### config.mk
export PLATFORM = sky130hd
export DESIGN_NAME = apb_slave_regbank
export DESIGN_NICKNAME = d
export VERILOG_FILES = /design/src/rtl/apb_slave_pkg.sv /design/src/rtl/apb_regbank_core.sv /design/src/rtl/apb_slave_regbank.sv
export SDC_FILE = /design/constraint.sdc
export NUM_CORES = 1
export LEC_CHECK = 0
export CORE_MARGIN = 1.5
export CORE_UTILIZATION = 25
export CTS_CLUSTER_DIAMETER = 200
export DETAILED_ROUTE_END_ITERATION = 10
export GPL_TIMING_DRIVEN = 0
export PLACE_DENSITY_LB_ADDON = 0.08
export SYNTH_ARGS = -nofsm -noshare
export SYNTH_HDL_FRONTEND = slang
export SYNTH_HIERARCHICAL = 1
export SYNTH_SLANG_ARGS = --single-unit
### constraint.sdc
create_clock -name PCLK -period 3.9 [get_ports PCLK]
set_clock_uncertainty 0.1 [all_clocks]
set_input_delay 1.17 -clock PCLK [delete_from_list [all_inputs] [get_ports PCLK]]
set_output_delay 1.17 -clock PCLK [all_outputs]
set_load 0.005 [all_outputs]
### src/rtl/apb_slave_pkg.sv
// Shared types and constants for the APB register-bank slave.
// Latency: n/a (declarations only).
// Backpressure: n/a.
package apb_slave_pkg;

    typedef enum logic [1:0] {
        IDLE,
        ACCESS,
        DONE
    } state_t;

    typedef enum logic [2:0] {
        DEC_REG,
        DEC_ID,
        DEC_WCNT,
        DEC_RCNT,
        DEC_ERR
    } dec_t;

    localparam logic [11:0] ID_OFS   = 12'h100;
    localparam logic [11:0] WCNT_OFS = 12'h104;
    localparam logic [11:0] RCNT_OFS = 12'h108;

    localparam logic [31:0] ID_VALUE_DEF = 32'h5A5B_0001;

endpackage

### src/rtl/apb_regbank_core.sv
// Register array, transfer counters, address decode and read mux.
// Latency: decode/readmux combinational; state updates on the edge where complete=1.
// Backpressure: none; the caller decides when a transfer completes.
module apb_regbank_core
    import apb_slave_pkg::*;
#(
    parameter int unsigned ADDR_W   = 20,
    parameter int unsigned DATA_W   = 32,
    parameter int unsigned NREGS    = 8,
    parameter logic [31:0] ID_VALUE = ID_VALUE_DEF
) (
    input  logic              clk,
    input  logic              rst,
    input  logic              complete,
    input  logic              write,
    input  logic [ADDR_W-1:0] addr,
    input  logic [DATA_W-1:0] wdata,
    output logic [DATA_W-1:0] rdata,
    output logic              err
);

    localparam int unsigned IDX_W = (NREGS > 1) ? $clog2(NREGS) : 1;
    localparam logic [ADDR_W-1:0] REG_END = ADDR_W'(4 * NREGS);
    localparam logic [ADDR_W-1:0] ID_A    = ADDR_W'(ID_OFS);
    localparam logic [ADDR_W-1:0] WCNT_A  = ADDR_W'(WCNT_OFS);
    localparam logic [ADDR_W-1:0] RCNT_A  = ADDR_W'(RCNT_OFS);

    logic [DATA_W-1:0] regs [NREGS];
    logic [15:0]       wcnt;
    logic [15:0]       rcnt;
    logic [IDX_W-1:0]  idx;
    dec_t              dec;

    assign idx = addr[IDX_W+1:2];

    always_comb begin
        dec = DEC_ERR;
        if (addr[1:0] == 2'b00) begin
            if (addr < REG_END)       dec = DEC_REG;
            else if (addr == ID_A)    dec = DEC_ID;
            else if (addr == WCNT_A)  dec = DEC_WCNT;
            else if (addr == RCNT_A)  dec = DEC_RCNT;
        end
    end

    // Only the general registers accept writes; everything else is read-only.
    assign err = (dec == DEC_ERR) || (write && (dec != DEC_REG));

    always_comb begin
        rdata = '0;
        case (dec)
            DEC_REG:  rdata = regs[idx];
            DEC_ID:   rdata = DATA_W'(ID_VALUE);
            DEC_WCNT: rdata = DATA_W'(wcnt);
            DEC_RCNT: rdata = DATA_W'(rcnt);
            default:  rdata = '0;
        endcase
    end

    always_ff @(posedge clk) begin
        if (rst) begin
            for (int i = 0; i < int'(NREGS); i++) regs[i] <= '0;
            wcnt <= '0;
            rcnt <= '0;
        end else if (complete && !err) begin
            if (write) begin
                regs[idx] <= wdata;
                wcnt      <= wcnt + 16'd1;
            end else begin
                rcnt      <= rcnt + 16'd1;
            end
        end
    end

endmodule

### src/rtl/apb_slave_regbank.sv
// APB slave with RW registers, ID and transfer counters, configurable wait states.
// Latency: completes WAIT_STATES+1 edges after the SETUP edge.
// Backpressure: holds PREADY low for WAIT_STATES ACCESS cycles; outputs held until next completion.
module apb_slave_regbank
    import apb_slave_pkg::*;
#(
    parameter int unsigned ADDR_W      = 20,
    parameter int unsigned DATA_W      = 32,
    parameter int unsigned NREGS       = 8,
    parameter int unsigned WAIT_STATES = 0,
    parameter logic [31:0] ID_VALUE    = ID_VALUE_DEF
) (
    input  logic              PCLK,
    input  logic              PRESET,
    input  logic              PSEL,
    input  logic              PENABLE,
    input  logic              PWRITE,
    input  logic [ADDR_W-1:0] PADDR,
    input  logic [DATA_W-1:0] PWDATA,
    output logic [DATA_W-1:0] PRDATA,
    output logic              PREADY,
    output logic              PSLVERR
);

    state_t            state, state_nxt;
    logic [3:0]        wcnt, wcnt_nxt;
    logic              latch_en;
    logic              complete;
    logic              a_write;
    logic [ADDR_W-1:0] a_addr;
    logic [DATA_W-1:0] a_wdata;
    logic [DATA_W-1:0] core_rdata;
    logic              core_err;

    always_comb begin
        state_nxt = state;
        wcnt_nxt  = wcnt;
        latch_en  = 1'b0;
        complete  = 1'b0;
        // A SETUP phase restarts the transfer from any state.
        if (PSEL && !PENABLE) begin
            state_nxt = ACCESS;
            wcnt_nxt  = 4'(WAIT_STATES);
            latch_en  = 1'b1;
        end else begin
            case (state)
                ACCESS: begin
                    if (!PSEL) begin
                        state_nxt = IDLE;
                    end else if (wcnt != 4'd0) begin
                        wcnt_nxt = wcnt - 4'd1;
                    end else if (PENABLE) begin
                        complete  = 1'b1;
                        state_nxt = DONE;
                    end
                end
                DONE: begin
                    if (!PSEL) state_nxt = IDLE;
                end
                default: ;
            endcase
        end
    end

    always_ff @(posedge PCLK) begin
        if (PRESET) begin
            state   <= IDLE;
            wcnt    <= '0;
            a_write <= 1'b0;
            a_addr  <= '0;
            a_wdata <= '0;
            PREADY  <= 1'b0;
            PSLVERR <= 1'b0;
            PRDATA  <= '0;
        end else begin
            state  <= state_nxt;
            wcnt   <= wcnt_nxt;
            // Registered copy of the (state==ACCESS && wcnt==0) condition.
            PREADY <= (state_nxt == ACCESS) && (wcnt_nxt == 4'd0);
            if (latch_en) begin
                a_write <= PWRITE;
                a_addr  <= PADDR;
                a_wdata <= PWDATA;
            end
            if (complete) begin
                PSLVERR <= core_err;
                if (core_err)      PRDATA <= '0;
                else if (!a_write) PRDATA <= core_rdata;
            end
        end
    end

    apb_regbank_core #(
        .ADDR_W   (ADDR_W),
        .DATA_W   (DATA_W),
        .NREGS    (NREGS),
        .ID_VALUE (ID_VALUE)
    ) u_core (
        .clk      (PCLK),
        .rst      (PRESET),
        .complete (complete),
        .write    (a_write),
        .addr     (a_addr),
        .wdata    (a_wdata),
        .rdata    (core_rdata),
        .err      (core_err)
    );

endmodule

==> Yosys cells after proc, flatten, opt, wreduce, memory -nomap -nowiden <==
Memories as Yosys holds them, arrays and structs flattened. A register that Yosys moved wholly into a read port is not among the register bits.
Index checks and enable logic that the tools add are counted.
{ "word_totals": {"ramBits": 256, "reg_bits": 125, "out_inout_bits": 34, "n_memories": 1, "in_bits": 57} }
{ "op_classes": {"bitwise_logic": 1, "mux": 35, "reduce_logical": 16, "add_sub_neg": 3, "order_cmp": 1, "n_eq_ne": 11} }
{ "memory_table": {"columns": ["name", "depth", "word_bits", "read_ports", "rd_ports_with_merged_regs", "wr", "line", "text"], "rows": [
  ["u_core.regs", 8, 32, 1, 1, 8, "apb_regbank_core.sv:28", "logic [DATA_W-1:0] regs [NREGS];"]
]} }
{ "ops": {"columns": ["op", "count"], "rows": [
  ["one-hot mux 32 bit (4 select lines)", 1],
  ["two-way mux 32 bit", 3],
  ["equality test 20 x 9 -> 1 bit, second input constant", 3],
  ["adder 16 x 1 -> 16 bit, second input constant", 2],
  ["OR reduction 32 bit", 1],
  ["two-way mux 3 bit", 8],
  ["< comparator 20 x 6 -> 1 bit, second input constant", 1],
  ["two-way mux 4 bit", 4],
  ["two-way mux 1 bit", 13],
  ["two-way mux 2 bit", 5],
  ["equality test 3 x 2 -> 1 bit, second input constant", 2],
  ["AND reduction 2 bit", 3],
  ["equality test 2 x 1 -> 1 bit, second input constant", 2],
  ["logical AND 1 bit", 4],
  ["zero test 4 bit", 1],
  ["one-hot mux 2 bit (2 select lines)", 1],
  ["nonzero test 4 bit", 1],
  ["subtractor 4 x 1 -> 4 bit, second input constant", 1],
  ["equality test 3 x 1 -> 1 bit, second input constant", 1],
  ["equality test 3 bit, second input constant", 1],
  ["zero test 3 bit", 1],
  ["nonzero test 3 bit", 1],
  ["equality test 2 bit, second input constant", 1],
  ["zero test 1 bit", 2],
  ["4 further kinds", 4]
]} }

==> Longest topological paths before layout <==
Gate-level depths: netlist (run 1).
{ "depth": {"depth_word": 16, "mapped_depth": 11} }

==> By module <==
Netlist (run 1), hierarchy kept.
{ "modules_own_cells": {"columns": ["mod", "cells_per_inst", "area_per_inst_um2", "instances"], "rows": [
  ["apb_regbank_core", 1007, 13098.8, 1],
  ["apb_slave_regbank", 393, 3624.7, 1]
]} }

==> Least setup slack after synthesis (run 1) <==
Ideal clock, no wire load.
{ "synth_timing": {"path_kind": "input to register", "startpoint": "input PENABLE", "endpoint": "memory u_core.regs[0][0], enable pin", "stages": 7, "n_path_buf": 1, "arrival_time_ns": 3.155, "required_time_ns": 3.412, "setup_slack_ns": 0.257, "cell_sequence": "nand4bb_4 or2_2 inv_1 nand2_1 clkbuf_1 nor3_1 a21o_1"} }
{ "synth_lines": {"columns": ["item", "line", "text"], "rows": [
  ["from (decl)", "apb_slave_regbank.sv:16", "input logic PENABLE,"],
  ["to (decl)", "apb_regbank_core.sv:28", null]
]} }

==> Worst setup path after layout (run 1) <==
{ "layout_timing": {"startpoint": "register a_addr[4]", "endpoint": "register PRDATA[9]"} }
{ "layout_lines": {"columns": ["item", "line", "text"], "rows": [
  ["from (decl)", "apb_slave_regbank.sv:30", "logic [ADDR_W-1:0] a_addr;"],
  ["from (signal assigned)", "apb_slave_regbank.sv:70", "a_addr <= '0;"],
  ["from (signal assigned)", "apb_slave_regbank.sv:82", "a_addr <= PADDR;"],
  ["branches (longest 4 deep; another with < comparator 20 x 6 -> 1 bit)", null, null],
  ["two-way mux 3 bit (*)", "apb_regbank_core.sv:39", "if (addr < REG_END) dec = DEC_REG;"],
  ["two-way mux 3 bit (*)", "apb_regbank_core.sv:38", "if (addr[1:0] == 2'b00) begin"],
  ["equality test 3 x 2 -> 1 bit, or another cell as far along", "apb_regbank_core.sv:51", "case (dec)"],
  ["one-hot mux 32 bit (4 select lines) (*)", "apb_regbank_core.sv:51", null],
  ["net core_rdata[9]", "apb_slave_regbank.sv:32", "logic [DATA_W-1:0] core_rdata;"],
  ["two-way mux 32 bit (*)", "apb_slave_regbank.sv:88", "else if (!a_write) PRDATA <= core_rdata;"],
  ["two-way mux 32 bit (*)", "apb_slave_regbank.sv:87", "if (core_err) PRDATA <= '0;"],
  ["to (signal assigned)", "apb_slave_regbank.sv:88", null],
  ["to (decl)", "apb_slave_regbank.sv:20", "output logic [DATA_W-1:0] PRDATA,"]
]} }
Mark *: on every way through the listed nets, which the timed path passes. The select of a mux whose other input is x is not followed.
A chain may end at the register's enable or synchronous reset.

==> summary by stage, run 1 <==
Synthesis
After synthesis the cells add up to 0.0167 mm^2. The portion of synthesized cell area occupied by the leading cell type is 46.0%. In this run, synthesis inferred 256 flip-flops with an integrated enable. For this run, the leading register cell type out of synthesis is sky130_fd_sc_hd__edfxtp_1. The count of distinct cell types in the synthesized netlist is 57. The count of warnings emitted by yosys is 6. The synthesized instance count is 1,400. The async set-reset flop share out of synthesis is 0%. The post-synthesis average cell area is 11.9 um^2. In the post-synthesis netlist, the biggest area contributors are sky130_fd_sc_hd__edfxtp_1, sky130_fd_sc_hd__dfxtp_1, sky130_fd_sc_hd__mux4_2. The number of nets in the synthesized netlist is roughly 1,500.

The number of synthesized register bits is 381. Summing the sequential cell areas from Yosys gives 60.9% of the chip area. By count the netlist is led by sky130_fd_sc_hd__nor2_1, sky130_fd_sc_hd__edfxtp_1, sky130_fd_sc_hd__nand2_1, sky130_fd_sc_hd__dfxtp_1. The cell with the most instances after synthesis is sky130_fd_sc_hd__nor2_1. The cell accounting for the most synthesized area is sky130_fd_sc_hd__edfxtp_1.

Worst hold path
In this run the most critical hold path is launched from a_addr[2]$_SDFFE_PP0P_. The endpoint of the worst hold-timing path is a_addr[2]$_SDFFE_PP0P_. The path type of the worst min-delay path is register to register.

The hold-critical path depth is 2.

Finish
The area growth from synthesis to layout is 21.5%. The total non-filler cell area in the finished layout is about 0.020 mm^2. The number of diodes is 0. The layout has 6,767 filler cells. The layout cell share with drive strength beyond 1 is 15.7%.

The share of the core filled with cells in the final layout is 30.8%. The final layout contains 1,606 nets.

Route
The overall routed net length is 56.3 mm. After detailed routing, the number of vias per cell comes to 4.62. For this run, design rule violations remaining after detail routing come to 5. The count of vias placed by the detailed router is 11,283. Before antenna repair, the detailed router went through 8 iterations. In this run, the number of DRC markers left after iteration 0 of detailed routing was between 800 and 900.

Dividing the detail-routed wire length by the instance count gives about 23 um. The number of nets with antenna violations after detailed routing is 0.

Floorplanning
In this run the standard cell core region covers 0.0660 mm^2. The die outline area is 0.0685 mm^2. The top-level port count is 91. The die extent in x is 262 um. The starting density of the core is ~25%.

The die extent in y is roughly 260 um. The floorplan has 94 rows.

CTS
The H-tree depth is 2. TritonCTS built the clock tree. The clock edge transition at the registers on the reported setup and hold paths is approximately 60 ps. The number of clock buffers inserted by TritonCTS is 45.

Hold repair after CTS inserted 0 buffers. The largest buffer count on any clock path is 3. The root cell of the clock tree is sky130_fd_sc_hd__clkbuf_16. The later pin in the worst-skew pair is clocked with a latency of 580 ps. The total clock sinks is ~380.

Critical path
In this run the worst path has a maximum fanout of 10. The slack of the worst reg-to-reg path is about 260 ps. The signal on the critical path passes through clkbuf_1, buf_1, mux2i_1, o22ai_1, a22oi_2, nor2_2. The worst-path cell with the longest stage delay is sky130_fd_sc_hd__buf_1. The worst setup path is launched from a register. The capturing point of the worst reg2reg path is PRDATA[9]$_SDFFE_PP0P_. The critical path is of the register to register type. The kind of end point of the critical path is a register. The origin of the critical flop-to-flop path is a_addr[4]$_SDFFE_PP0P_. The depth of the worst register-to-register path is 6. At the worst endpoint, the arrival time is between 3000 and 4000 ps. For the worst setup path, the data required time is between 4000 and 5000 ps. In this design, the stage delay of the slowest critical-path cell is 990 ps.

Placement
The half-perimeter wire length after placement is 38.5 mm. The post-placement cell area is 0.0188 mm^2. Buffers placed on the I/O ports in this run total 90. The routability congestion estimate is 0.775.

Global routing
The via count of the first global-routing pass is ~12,000. The overflow left after global routing is 0. The first global-routing pass estimated 82.5 mm of wire. The number of antenna violations at the first check in global routing was 1. Entering global routing, the biggest net connects 33 pins.

For this run, the total global-route usage over all layers was measured as 16.8%.

Outcome
The flow ran to the end, but the final reports show violations. The final reports fail on design-rule violations.

Timing
The highest clock frequency the design can meet is 275 MHz. The remaining max-slew budget at the tightest pin is 15.8%. In the finished design, the share of the clock period the worst path needs comes to 93.3%. Hold timing on the final database bottoms out at a slack of about 360 ps. The slew at the pin closest to its max-slew limit is 1260 ps. The final period demand of the worst path is 3640 ps.

Setup violations remaining at the end of the flow were counted as 0. The final count of hold timing violations is 0. Setup repair after global routing left no endpoint under its margin.

The number of pins exceeding their max-slew limit in the final report is 0.

Power and ir drop
In this run the static leakage power is 6.28 nW. The power density relative to cell area is 454 mW/mm^2. Total power for the finished layout comes to 9.21 mW. Across the VDD grid, the largest voltage drop is 235 uV.

Job
The count of max-cap constraint violations is 0.
## placed cells by master, fill, tap and decap left out, types with 7 or more instances in the layout
| cell type | instances |
|---|---|
| sky130_fd_sc_hd__a22oi_2 | 30 |
| sky130_fd_sc_hd__clkbuf_2 | 9 |
| sky130_fd_sc_hd__nor2_2 | 30 |
| sky130_fd_sc_hd__mux4_2 | 64 |
| sky130_fd_sc_hd__mux2i_1 | 35 |
| sky130_fd_sc_hd__nand3_1 | 14 |
| sky130_fd_sc_hd__clkbuf_16 | 45 |
| sky130_fd_sc_hd__nand2b_1 | 34 |
| sky130_fd_sc_hd__nor4_1 | 26 |
| sky130_fd_sc_hd__nand4_1 | 12 |
| sky130_fd_sc_hd__dfxtp_1 | 125 |
| sky130_fd_sc_hd__clkbuf_1 | 77 |
| sky130_fd_sc_hd__a22oi_1 | 17 |
| sky130_fd_sc_hd__nor3_1 | 8 |
| sky130_fd_sc_hd__buf_1 | 8 |
| sky130_fd_sc_hd__a21oi_1 | 69 |
| sky130_fd_sc_hd__o22ai_1 | 16 |
| sky130_fd_sc_hd__edfxtp_1 | 256 |
| sky130_fd_sc_hd__buf_2 | 18 |
| sky130_fd_sc_hd__clkbuf_8 | 9 |
| sky130_fd_sc_hd__clkdlybuf4s50_1 | 88 |
| sky130_fd_sc_hd__inv_1 | 12 |
| sky130_fd_sc_hd__nor2_1 | 306 |
| sky130_fd_sc_hd__nor2b_1 | 7 |
| sky130_fd_sc_hd__nand2_1 | 151 |
| sky130_fd_sc_hd__xnor2_1 | 27 |
## layout make-up
| type | count | area [um^2] | area share [%] |
|---|---|---|---|
| Sequential cell | 381 | 10200 | 50.2 |
| Multi-Input combinational cell | 908 | 6150 | 30.3 |
| Clock buffer | 72 | 1320 | 6.49 |
| Tap cell | 864 | 1080 | 5.32 |
| Timing Repair Buffer | 96 | 1000 | 4.93 |
| Buffer | 100 | 454 | 2.24 |
| Clock inverter | 8 | 70.1 | 0.345 |
| Inverter | 12 | 45.0 | 0.222 |
## per-layer routing
metal | vias up | share of wire, % | GRT usage, %
li1 | 5326 | - | -
met3 | 62 | 3.6 | 2.18
met1 | 5668 | 46 | 22.5
met2 | 227 | 49 | 28.4
met5 | - | 0 | 0
met4 | 0 | 2.0 | 4.63
## cell families after synthesis
kind of cell             count (synthesis)  share of synthesized area (%)
AO/OA/AOI/OAI                          154                           6.72
XOR/XNOR                                27                           1.41
adder cells (fa/ha/maj)                  5                          0.374
buffers and inverters                  112                           2.91
flip-flops                             381                           60.9
multiplexers                           102                           10.9
AND/OR/NAND/NOR                        619                           16.7
## what timing repair did
item	in CTS	in global routing
gates cloned	1	0
resized for setup	12	24
pin swaps	2	1
setup buffers	2	0
endpoints found under the setup margin	241	363
## critical path, delay by kind of cell (launching register included)
| family | cells | cell delay (ps) |
|---|---|---|
| buf+inv | 2 | 1630 |
| flops | 1 | 580 |
| simple gates | 1 | 40 |
| compound gates | 2 | 480 |
| mux | 1 | 650 |
## metrics by stage
stage / TNS (ps) / setup slack [ps] / instances
5_1_grt: 0 / 150 / 2441
3_5_place_dp: -348030 / -1140 / 2358
2_1_floorplan: 0 / 257 / 1400
3_3_place_gp: -472040 / -1630 / 2354
4_1_cts: -34190 / -386 / 2441
6_report: 0 / 261 / 2441
## worst max-delay path by stage
stage	startpoint	to	slack [ps]
after floorplan	PENABLE	u_core/regs[0][0]$_SDFFCE_PN0P_	260
after CTS	PENABLE	u_core/regs[6][8]$_SDFFCE_PN0P_	-390
final	a_addr[4]$_SDFFE_PP0P_	PRDATA[9]$_SDFFE_PP0P_	260
after detailed placement	PENABLE	u_core/regs[3][15]$_SDFFCE_PN0P_	-1140
after global routing	a_addr[4]$_SDFFE_PP0P_	PRDATA[9]$_SDFFE_PP0P_	150
after global placement	PENABLE	u_core/regs[7][20]$_SDFFCE_PN0P_	-1630
## state kept, by name, summed over array words and instances, names as in the netlist
register,count
a_write,1
a_addr,20
PRDATA,32
PREADY,1
PSLVERR,1
u_core/wcnt,16
u_core/rcnt,16
wcnt,4
state,2
a_wdata,32
u_core/regs,256
## where the power goes
part	total [mW]	internal (mW)	switching, mW	leakage (nW)
Sequential	4.47	4.41	0.0539	3.66
Clock	4.06	2.37	1.69	0.679
Combinational	0.690	0.239	0.452	1.94
Total	9.21	7.02	2.20	6.28
Power figures use the tool's default switching activity.
==> run 2: changes to the inputs <==
ABC_AREA = 1   (was not set)
CORE_UTILIZATION = 40   (was 25)
==> summary by stage, run 2 <==
CTS
The total clock sinks is 381. The number of buffers inserted by post-CTS setup repair is 0. The H-tree generated during clock tree synthesis spans 2 levels. The largest buffer count on any clock path is 3. The root cell of the clock tree is sky130_fd_sc_hd__clkbuf_16. Clock tree synthesis inserted a total of 43 buffers.

The clock tree from TritonCTS is done. The clock insertion delay at the later pin of the skew report is 580 ps. Clock-pin slew was measured on the worst setup and hold paths at 50 ps. The cts-stage hold buffer count is 0.

Job
The count of max-cap constraint violations is 0.

Finish
The largest registers in the layout are u_core/regs: 256 flops, PRDATA: 32 flops, a_wdata: 32 flops. Leaving out fill and tap cells, the most frequent cell in the layout is sky130_fd_sc_hd__nor2_1. The register with the most flip-flops in the layout has 256 of them. The library cells used most frequently in the layout, excluding fill and tap cells, are sky130_fd_sc_hd__nor2_1, sky130_fd_sc_hd__nand2_1, sky130_fd_sc_hd__edfxtp_1. The largest register by flop count is u_core/regs. The layout cell share with drive strength beyond 1 is under 10%. The number of diodes is 0. The layout overhead on the synthesized area is 18.1%. The number of nets in the final layout is 2,116.

At the end of the flow the core is filled with cells to 48.1%.

Synthesis
The number of synthesized register bits is 381. The main flop type after synthesis is sky130_fd_sc_hd__edfxtp_1. Yosys attributes the largest share of cell area to sky130_fd_sc_hd__edfxtp_1, sky130_fd_sc_hd__dfxtp_1, sky130_fd_sc_hd__nor2_1. The largest total area in the synthesized netlist belongs to sky130_fd_sc_hd__edfxtp_1.

The cell with the most instances after synthesis is sky130_fd_sc_hd__nor2_1. After synthesis, the share of flip-flops with an asynchronous set or reset is 0%. The portion of synthesized cell area occupied by the leading cell type is approximately 45%. Averaged over all synthesized cells, the footprint is roughly 9.0 um^2.

Synthesis produced a netlist whose cell count is approximately 1,900. In this run, synthesis inferred 256 flip-flops with an integrated enable. Summing every instance area after synthesis gives around 0.017 mm^2. For this run, the number of Yosys warnings is 6. The net count after synthesis is 1,977. The count of distinct cell types in the synthesized netlist is 40. Counting instances in the post-synthesis netlist gives the leading cell types as sky130_fd_sc_hd__nor2_1, sky130_fd_sc_hd__nand2_1, sky130_fd_sc_hd__edfxtp_1, sky130_fd_sc_hd__nand3_1, sky130_fd_sc_hd__dfxtp_1. The sequential-to-total area share from yosys stat is between 50% and 60%.

Timing
The final count of hold timing violations came to 0. The slew at the pin closest to its max-slew limit is 1000 ps. The final setup violation count is 0. The remaining max-slew budget at the tightest pin is about a third. Timing would allow up to 263 MHz. The final period utilization is 97.6%. The setup TNS after final layout is 0 ps. The final period demand of the worst path is 3810 ps.

The number of pins exceeding their max-slew limit in the final report came to 0. Setup repair after global routing left no endpoint under its margin.

Floorplanning
The core region is 0.0422 mm^2. The starting density of the core is 40.8%. The die extent in y is ~210 um. Row generation in the floorplan step produced 75 rows. The top-level port count is 91.

The die covers 0.0443 mm^2. The die is 210 um wide.

Route
The number of search-and-repair iterations in the first detailed-routing pass is 6. The remaining routing DRC violations is 0. In this run the remaining antenna-violating nets after routing total 0.

The count of vias placed by the detailed router is 13,748. The final layout contains routed wiring with a total length of 53.7 mm. In the routed layout, each cell is associated on average with a via count of 5.23. In this run, the number of DRC markers left after iteration 0 of detailed routing was 1,290.

The average wire per standard cell is 20.4 um.

Critical path
Among cell families on the critical path, the largest total delay comes from simple AND/OR/NAND/NOR gates. The launching element type of the critical path is a primary input. The most critical setup path has its startpoint at PSEL.

The critical path contains buffers and inverters numbering 4 combined. At the worst endpoint, the required time is 4070 ps. The signal on the critical path passes through clkdlybuf4s50_1, nand2_1, nor3_4, buf_2, nand3_4, nor2_8, nand4_4, buf_6, nand2_2, buf_12. The arrival time at the worst endpoint is 3970 ps. The path type of the worst setup path is primary input to register. The largest individual stage delay along the critical path comes from the cell sky130_fd_sc_hd__clkdlybuf4s50_1. The origin of the critical flop-to-flop path is a_addr[2]$_SDFFE_PP0P_. The peak per-stage delay on the critical path is 510 ps.

The worst setup path is captured at a register. In this run the worst path has a maximum fanout of 20.

Global routing
The via count of the first global-routing pass is 13,154. The overflow left after global routing is 0. The wire length of the first global-routing pass is roughly 80 mm. Entering global routing, the biggest net connects 33 pins.

Across every metal layer, demand over resource in global routing totals 24.8%. The number of antenna violations at the first check in global routing is 0.

Power and ir drop
The worst-case IR drop observed on VDD is 258 uV. In this run the power density over the cells is 452 mW/mm^2. The static power due to leakage is 7.36 nW.

Summing internal, switching and leakage power gives 9.19 mW.

Placement
The routability congestion estimate is 0.905. Summed over all nets, the half-perimeter wirelength after detailed placement is 38.0 mm. The number of port buffers is 90.

Worst hold path
The path type of the worst min-delay path is register to register. The beginning of the worst hold path is PRDATA[15]$_SDFFE_PP0P_.

Outcome
The flow ran to the end, and the final reports show no timing, DRC or antenna violations.
==> run 2: cell count changes after synthesis, sizes merged, moves of 35 or more <==
cell   change
nor2     +190
a22oi     -47
o21ai     +88
inv      +112
mux2i     -35
nand2    +171
nand3    +129
buf       +37
mux4      -64
==> run 2: cells by family after synthesis <==
logic type,after synthesis,synth area share [%]
compound gates,225,7.62
xor+xnor,13,0.661
fa+ha+maj,5,0.363
buf+inv,240,6.32
flops,381,59.2
simple gates,1051,25.8
==> run 2: final timing paths <==
| check | to | slack (ps) | cells past startpoint |
|---|---|---|---|
| setup / recovery | u_core/regs[4][18]$_SDFFCE_PN0P_ | 90 | 10 |
| hold / removal | PRDATA[15]$_SDFFE_PP0P_ | 360 | 2 |
| setup reg to reg | PRDATA[8]$_SDFFE_PP0P_ | 470 | 11 |
| hold reg to reg | PRDATA[15]$_SDFFE_PP0P_ | 360 | 2 |
==> run 2: final cells by class <==
cell class,instances,area [um^2]
fillers,4102,21900
well taps,539,674
multi-input cells,1294,5990
repair buffers,95,1020
clock buffers,64,1240
plain buffers,111,604
flip-flops and latches,381,10200
inverters,128,485
clock inverters,16,129
==> run 2: routing by layer <==
| metal | share of wire, % | track usage [%] | wire length (um) |
|---|---|---|---|
| met1 | 46 | 35.2 | 24400 |
| met2 | 46 | 40.1 | 24700 |
| met3 | 6.4 | 3.20 | 3460 |
| met4 | 2.0 | 6.82 | 1080 |
| met5 | 0 | 0 | 0 |
==> run 2: report_power, final <==
| group | leakage [nW] | internal [mW] | total [mW] | switching [mW] |
|---|---|---|---|---|
| logic | 3.03 | 0.222 | 0.802 | 0.580 |
| registers | 3.67 | 4.42 | 4.47 | 0.0481 |
| clock network | 0.659 | 2.27 | 3.92 | 1.65 |
| total | 7.36 | 6.92 | 9.19 | 2.28 |
==> run 2: worst min-delay path, cell delays in order, from the launching register on <==
cell and delay [ps]:
sky130_fd_sc_hd__dfxtp_1 300, sky130_fd_sc_hd__nand2_1 60, sky130_fd_sc_hd__a21oi_1 50
==> run 2: repair_timing <==
item                       CTS  global route
cloned                       0             0
gates resized for setup      5             3
setup endpoints to repair  205            77
==> run 2: metrics by stage <==
stage / instance area (um^2) / hold WS [ps] / setup WS (ps) / instances
3_5_place_dp: 18900 / 354 / -911 / 2549
3_3_place_gp: 18800 / 355 / -1580 / 2544
4_1_cts: 20300 / 363 / 36.4 / 2629
6_report: 20300 / 359 / 92.4 / 2628
5_1_grt: 20300 / 378 / 1.92 / 2628
2_1_floorplan: 17200 / 345 / 145 / 1915
==> run 3: changes to the inputs <==
CORE_UTILIZATION = 55   (was 40)
==> summary by stage, run 3 (synthesized netlist as in run 2, its figures left out) <==
Route
The routed layout has 14,178 vias. The number of vias per cell is 5.73. For this block, the initial DRC count from the detailed router was 1,437. Summed over all nets, wire length on met3 after detailed routing comes to between 5 and 6 mm.

In the detailed route, the total length drawn on met2 is 23.0 mm. Wires add up to 49.6 mm. The remaining routing DRC violations is 0. Dividing the detail-routed wire length by the instance count gives 20.0 um. The highest layer touched by signal routing is met4. The met1 wire length is 20.0 mm. The number of nets with antenna violations after detailed routing is 0.

The number of search-and-repair iterations in the first detailed-routing pass is 6.

Power and ir drop
The combinational power share is 8.8%. The internal power consumption is around 6.7 mW. The largest voltage drop on the vdd net is around 360 uV. The net load switching power is 2.15 mW. The static power due to leakage is roughly 7.3 nW. The switching share of total power is between 20% and 30%. The overall power of the completed layout is slightly below 9 mW. Of the total power, registers draw 50.7%. The power density relative to cell area is 443 mW/mm^2. Of the total power, the clock network draws 40.5%.

Worst hold path
The path type of the worst min-delay path is register to register.

Timing
The final setup violation count is 0. For the final routed database, the setup TNS stands at 0 ps. The remaining max-slew budget at the tightest pin is a little over a third.

At the pin with the least slew margin, the transition time is ~950 ps. After layout, the worst path uses 96.8% of the clock period. On the final layout, the worst hold slack is between 300 and 400 ps. Setup repair after global routing left no endpoint under its margin. Static timing analysis puts the maximum clock frequency at 265 MHz. The smallest clock period supported by the final layout is computed as about 3800 ps. The final worst setup slack is 123 ps.

The number of pins exceeding their max-slew limit in the final report came to 0. The final count of hold timing violations is 0.

Global routing
The wire length of the first global-routing pass is 75.9 mm. The via count of the first global-routing pass is 13,386. Entering global routing, the biggest net connects 33 pins. Summed over all layers, the global routing overflow is 0.

The number of antenna violations at the first check in global routing came to 0. The total global-route track usage is 30.6%.

CTS
Clock tree synthesis inserted a total of 40 buffers. Counting every sink on the clock net gives 381. The number of buffers inserted by post-CTS setup repair is 0.

Clock-pin slew was measured on the worst setup and hold paths at 60 ps. The tree is rooted in a sky130_fd_sc_hd__clkbuf_16. The clock insertion delay at the later pin of the skew report is 530 ps. The largest buffer count on any clock path is 3. The H-tree depth is 2. TritonCTS built the clock tree. After clock tree synthesis, the flow added hold-fix buffers numbering 0. Gates resized during post-CTS repair numbered 10.

Finish
Leaving out fill and tap cells, the most frequent cells in the layout are sky130_fd_sc_hd__nor2_1, sky130_fd_sc_hd__nand2_1, sky130_fd_sc_hd__edfxtp_1. The register with the most flip-flops in the layout has ~260 of them. The most common library cell in the layout ignoring fill and taps is sky130_fd_sc_hd__nor2_1. The layout overhead on the synthesized area is 15.8%. The number of nets in the final layout is 2,110. The total non-filler cell area in the finished layout is 0.0199 mm^2. The largest register by flop count is u_core/regs. The layout cell share with drive strength beyond 1 is 7.02%. In the final layout, the registers with the most flip-flops are u_core/regs: 256 flops, PRDATA: 32 flops, a_wdata: 32 flops. The layout has 2,616 filler cells.

Critical path
The critical path is of the primary input to register type. The signal on the critical path passes through clkdlybuf4s50_1, nand2_1, nor3_4, buf_2, nand3_4, nor2_8, nand3_4, buf_2, nand2_4. Data on the critical path arrives at its endpoint at 3840 ps. The kind of cell adding the most delay to the critical path is simple AND/OR/NAND/NOR gates. STA puts the critical path data required time at 3960 ps. The largest individual stage delay along the critical path comes from the cell sky130_fd_sc_hd__clkdlybuf4s50_1. The peak per-stage delay on the critical path is 520 ps.

The worst setup path is launched from a primary input. Along the worst path, the maximum fanout reaches 32. The combined buffer and inverter count along the critical path is 3. The worst setup path is captured at a register.

Floorplanning
The die outline area is 0.0324 mm^2. The starting density of the core is between 50% and 60%. In this run the count of I/O pins placed on the die edge is 91. The die extent in x is 180 um. The initialized floorplan defines 64 standard-cell rows. The die is approximately 180 um tall.

The area of the core is 0.0307 mm^2.

Outcome
The run finished with clean final reports.

Placement
The number of port buffers is 90. Detailed placement ended at an HPWL of 34.0 mm. The pre-CTS worst setup slack is -853 ps.

Routability-driven placement finished with a final weighted congestion of 0.906. The post-placement cell area is 0.0187 mm^2.

Job
The count of max-cap constraint violations is 0.
[run 3: power groups by stage]
| stage | logic (mW) | registers [mW] | clock network (mW) |
|---|---|---|---|
| 2_1_floorplan | 0.444 | 4.55 | 0 |
| 5_1_grt | 0.839 | 4.48 | 3.78 |
| 3_3_place_gp | 0.732 | 4.56 | 0 |
| 6_report | 0.777 | 4.47 | 3.57 |
| 4_1_cts | 0.761 | 4.47 | 3.60 |
| 3_5_place_dp | 0.752 | 4.56 | 0 |
[run 3: metrics by stage]
stage	instances	utilization, %
global route	2475	65.0
floorplan	1915	-
global placement	2401	60.7
CTS	2475	65.0
finish	2476	65.0
detailed placement	2403	60.9
[run 3: final timing paths]
| path | from | to | slack (ps) | depth (start not counted) |
|---|---|---|---|---|
| max reg2reg | a_addr[2]$_SDFFE_PP0P_ | PRDATA[20]$_SDFFE_PP0P_ | 490 | 17 |
| min reg2reg | PRDATA[5]$_SDFFE_PP0P_ | PRDATA[5]$_SDFFE_PP0P_ | 360 | 2 |
| max | PSEL | u_core/regs[0][9]$_SDFFCE_PN0P_ | 120 | 9 |
| min | PRDATA[5]$_SDFFE_PP0P_ | PRDATA[5]$_SDFFE_PP0P_ | 360 | 2 |
[run 3: worst register-to-register path: cells and delay by family (launching register included)]
family,cells,cell delay [ps]
simple gates,10,1630
flops,1,330
compound gates,1,150
buf+inv,6,1120
[run 3: layout make-up]
| class | count | area [um^2] | share of cell area [%] |
|---|---|---|---|
| Sequential cell | 381 | 10200 | 51.1 |
| Multi-Input combinational cell | 1294 | 6010 | 30.1 |
| Clock buffer | 57 | 1100 | 5.52 |
| Timing Repair Buffer | 92 | 941 | 4.72 |
| Buffer | 111 | 604 | 3.03 |
| Tap cell | 396 | 495 | 2.48 |
| Inverter | 128 | 483 | 2.42 |
| Clock inverter | 16 | 115 | 0.577 |
| Antenna cell | 1 | 2.50 | 0.0125 |
[run 3: layer usage]
metal	up-vias	GRT usage, %
li1	6649	-
met1	6712	40.9
met2	719	49.1
met3	98	7.72
met4	0	9.27
met5	-	0
